File: src/rtl/counter_nb.sv
// Parametrised multi-mode counter: up by 1, down by 1, up by STEP, or parallel load,
// with registered one-cycle load/rco pulses and a sticky overflow flag.
module counter_nb #(
  parameter int WIDTH = 8,
  parameter int STEP  = 3
) (
  input  logic             clk,
  input  logic             reset,
  input  logic             enable,
  input  logic [1:0]       mode,
  input  logic [WIDTH-1:0] D,
  input  logic             clr_ovf,
  output logic [WIDTH-1:0] Q,
  output logic             load,
  output logic             rco,
  output logic             ovf
);

  localparam logic [1:0] MODE_UP   = 2'b00;
  localparam logic [1:0] MODE_DOWN = 2'b01;
  localparam logic [1:0] MODE_STEP = 2'b10;
  localparam logic [1:0] MODE_LOAD = 2'b11;

  localparam logic [WIDTH:0] ONE_EXT  = (WIDTH+1)'(1);
  localparam logic [WIDTH:0] STEP_EXT = (WIDTH+1)'(STEP);

  logic [WIDTH:0] w_q_ext;
  logic [WIDTH:0] w_sum;
  logic           w_wrap;

  assign w_q_ext = {1'b0, Q};

  // Bit WIDTH of the extended result is the carry out (up) or the borrow (down).
  always_comb begin
    w_sum = w_q_ext;
    case (mode)
      MODE_UP:   w_sum = w_q_ext + ONE_EXT;
      MODE_DOWN: w_sum = w_q_ext - ONE_EXT;
      MODE_STEP: w_sum = w_q_ext + STEP_EXT;
      MODE_LOAD: w_sum = {1'b0, D};
      default:   w_sum = w_q_ext;
    endcase
  end

  assign w_wrap = enable && (mode != MODE_LOAD) && w_sum[WIDTH];

  always_ff @(posedge clk or negedge reset) begin
    if (!reset) begin
      Q    <= '0;
      load <= 1'b0;
      rco  <= 1'b0;
      ovf  <= 1'b0;
    end else begin
      if (enable) begin
        Q    <= w_sum[WIDTH-1:0];
        load <= (mode == MODE_LOAD);
        rco  <= w_wrap;
      end else begin
        load <= 1'b0;
        rco  <= 1'b0;
      end
      // A wrap on the same edge as a clear keeps the flag set.
      if (w_wrap)
        ovf <= 1'b1;
      else if (clr_ovf)
        ovf <= 1'b0;
    end
  end

endmodule
File: config.mk
export PLATFORM = sky130hd
export DESIGN_NAME = counter_nb
export DESIGN_NICKNAME = d
export VERILOG_FILES = /design/src/rtl/counter_nb.sv
export SDC_FILE = /design/constraint.sdc
export NUM_CORES = 1
export LEC_CHECK = 0
export ABC_AREA = 1
export CAP_MARGIN = 20
export CORE_MARGIN = 4
export CORE_UTILIZATION = 39
export DETAILED_ROUTE_END_ITERATION = 8
export PLACE_DENSITY_LB_ADDON = 0.08
export SLEW_MARGIN = 40
export SYNTH_ARGS = -nofsm -noshare
export SYNTH_HDL_FRONTEND = slang
export SYNTH_SLANG_ARGS = --single-unit
File: constraint.sdc
create_clock -name clk -period 1.74 [get_ports clk]
set_input_delay 0.348 -clock clk [delete_from_list [all_inputs] [get_ports clk]]
set_output_delay 0.348 -clock clk [all_outputs]
set_load 0.02 [all_outputs]
==> run_results.csv <==
group,metric,value,unit
hold_path,hp-class,"in -> async",
logic_synthesis,ys_warn_count,0,
timing,finalCriticalPeriod,1660,ps
clocking,clk_latency,270,ps
final_layout,syn_to_final_growth,48.7,%
timing,period_share,95.4,%
logic_synthesis,synth_flop_cell,"dfrtp_1",
final_layout,layout.nets,205,
final_layout,fin_util,61.7,%
final_layout,ff_latch_area,275,µm²
clocking,cts-root-buf,"clkbuf_4",
logic_synthesis,synth_top_cell_area_share,29.4,%
power_and_ir_drop,p_comb_share,56.3,%
placed_design,dp_hpwl,2010,µm
timing,relSlewSlack,63.3,%
final_layout,multi_input_area,553,µm²
detailed_routing,drt_iter0_drc,34,
power_and_ir_drop,power.density,928,nW/µm²
setup_path,crit_fanout,4,
power_and_ir_drop,clockPowerShare,14.0,%
placed_design,place_ws,-536,ps
power_and_ir_drop,intPower,735,µW
power_and_ir_drop,power_switching,555,µW
power_and_ir_drop,seqPwrFrac,29.7,%
setup_path,crit_slowest_cell,"clkdlybuf4s50_1",
clocking,cts_buffers,3,
timing,fmax,0.602,GHz
power_and_ir_drop,p_leak,0.768,nW
logic_synthesis,synth_cells,139,
setup_path,crit_path_end_kind,"output port",
setup_path,critPathLaunchType,"flop",
logic_synthesis,async_flop_share,100,%
timing,setup_viol,0,
logic_synthesis,synth_edf_count,0,
clocking,cts_sinks,11,
global_routing,grt_max_degree,12,
clocking,cts_buffer_depth,2,
power_and_ir_drop,swShare,43.0,%
setup_path,cp.required,1390,ps
die,initial_core_util,41.5,%
placed_design,place.gp.congestion,0.883,
setup_path,critPathTopFamily,"buffers and inverters",
logic_synthesis,ys_seq_area_share,29.4,%
logic_synthesis,synth.most_common_cell,"nand2_1",
logic_synthesis,ys_ff_latch,11,
logic_synthesis,synth_common_cells,"nand2_1 (50), inv_1 (22), dfrtp_1 (11), nand3_1 (11), nand2_2 (9)",
die,die_w,57.0,µm
timing,skew,2.63,ps
global_routing,antenna_found_initial,0,
detailed_routing,drt_wl_total,2500,µm
die,die_area,3250,µm²
die,die_y,57.0,µm
final_layout,fillerInstances,220,
timing,rsz0062_at_grt,"no",
logic_synthesis,synth_fp_nets,158,
logic_synthesis,synth_area_leaders,"dfrtp_1 (29%), nand2_1 (20%), inv_1 (8.8%)",
timing,tightest_slew,549,ps
detailed_routing,firstDrtPassIters,4,
final_layout,drive_gt1_share,23.8,%
detailed_routing,viasPerCell,4.69,
placed_design,port_buffers,24,
detailed_routing,antenna_left,0,
power_and_ir_drop,ir_worst_vdd,0.000522,V
clocking,cts_tree,"yes",
timing,fin_ws,80.1,ps
detailed_routing,wl_per_cell,11.7,µm
logic_synthesis,yosysTopAreaCell,"dfrtp_1",
setup_path,cp.buffers_inverters,1,
global_routing,grt_pass1_vias,927,
setup_path,cp.arrival,1310,ps
clocking,htreeDepth,1,
die,io_pins,25,
logic_synthesis,synth.avg_cell_area,6.73,µm²
status,outcome,"completed",
global_routing,grtUsageTotal,16.4,%
global_routing,overflow,0,
logic_synthesis,yosys.cell_types.count,24,
timing,maxSlewViolCount,0,
logic_synthesis,synth_area,936,µm²
flow_run,drv_cap,0,
die,rows,17,
setup_path,crit_chain,"clkdlybuf4s50_1",
timing,hold-worst-slack,424,ps
timing,finalHoldViolCount,0,
global_routing,grt_pass1_wl,4230,µm
die,core_area,2250,µm²
setup_path,critPathKind,"reg -> out",
clocking,cts.clk_slew.worst_paths,80,ps
final_layout,antennaDiodeCount,0,
setup_path,cpPeakStageDelay,640,ps
detailed_routing,route.vias.total,1000,
detailed_routing,drc,0,
layer usage:
| layer | vias to the layer above | track usage, % | share of wire [%] |
|---|---|---|---|
| met1 | 451 | 22.3 | 46 |
| met5 | - | 0 | 0 |
| met2 | 26 | 26.6 | 46 |
| met4 | 0 | 1.99 | 1.2 |
| li1 | 519 | - | - |
| met3 | 4 | 4.75 | 6.8 |
kinds of logic (layout without fill, tap and decap cells):
family | Yosys count | count (layout) | share of synthesized area (%)
AND/OR/NAND/NOR | 83 | 83 | 40.9
buffers and inverters | 26 | 72 | 11.8
AO/OA/AOI/OAI | 13 | 13 | 9.49
flip-flops | 11 | 11 | 29.4
adder cells (fa/ha/maj) | 5 | 5 | 7.49
XOR/XNOR | 1 | 1 | 0.936
layout by cell type (no fill, tap or decap), drive strengths merged, types with 4 or more instances in the layout:
master,n
a21oi,6
buf,19
clkbuf,5
clkdlybuf4s50,19
dfrtp,11
ha,4
inv,24
nand2,61
nand3,12
nor2,9
stage by stage:
step                      power (mW)  area (µm²)  cells  setup TNS, ps
after floorplan                0.795         936    139              0
after global placement          1.10        1360    208          -3530
after detailed placement        1.10        1360    208          -4180
after CTS                       1.29        1390    212              0
after global routing            1.40        1390    213              0
final                           1.29        1390    213              0
power by group through the flow:
stage / Sequential (mW) / Clock [mW] / Combinational, mW
2_1_floorplan: 0.450 / 0 / 0.344
3_3_place_gp: 0.388 / 0 / 0.714
3_5_place_dp: 0.388 / 0 / 0.716
4_1_cts: 0.384 / 0.187 / 0.720
5_1_grt: 0.397 / 0.201 / 0.804
6_report: 0.384 / 0.181 / 0.726
registers in the layout (all words and copies together) (netlist names):
signal,cells
Q,8
load,1
ovf,1
rco,1
area by class of cell:
cell class	instances	area share (%)
Multi-Input combinational cell	102	39.7
Timing Repair Buffer	43	28.9
Sequential cell	11	19.8
Inverter	25	7.10
Tap cell	28	2.52
Clock buffer	3	1.62
Clock inverter	1	0.360
path summary, 6_finish.rpt:
kind                       start   end  slack (ps)  depth (start not counted)
max                         Q[6]  Q[6]          80                          1
max in group asynchronous  reset   ovf         950                          1
min                        reset  Q[6]         420                          1
max reg2reg                 Q[1]  Q[3]         260                          8
min reg2reg                  ovf   ovf         490                          2
min in group clk             ovf   ovf         490                          2
repair_timing:
item	in CTS	in global routing
buffers inserted	0	1
cloned	0	0
hold buffers	0	0
gates resized for setup	5	6
pin swaps	1	2
setup endpoints to repair	9	7
Note: power is estimated with default switching activity, not from simulation.
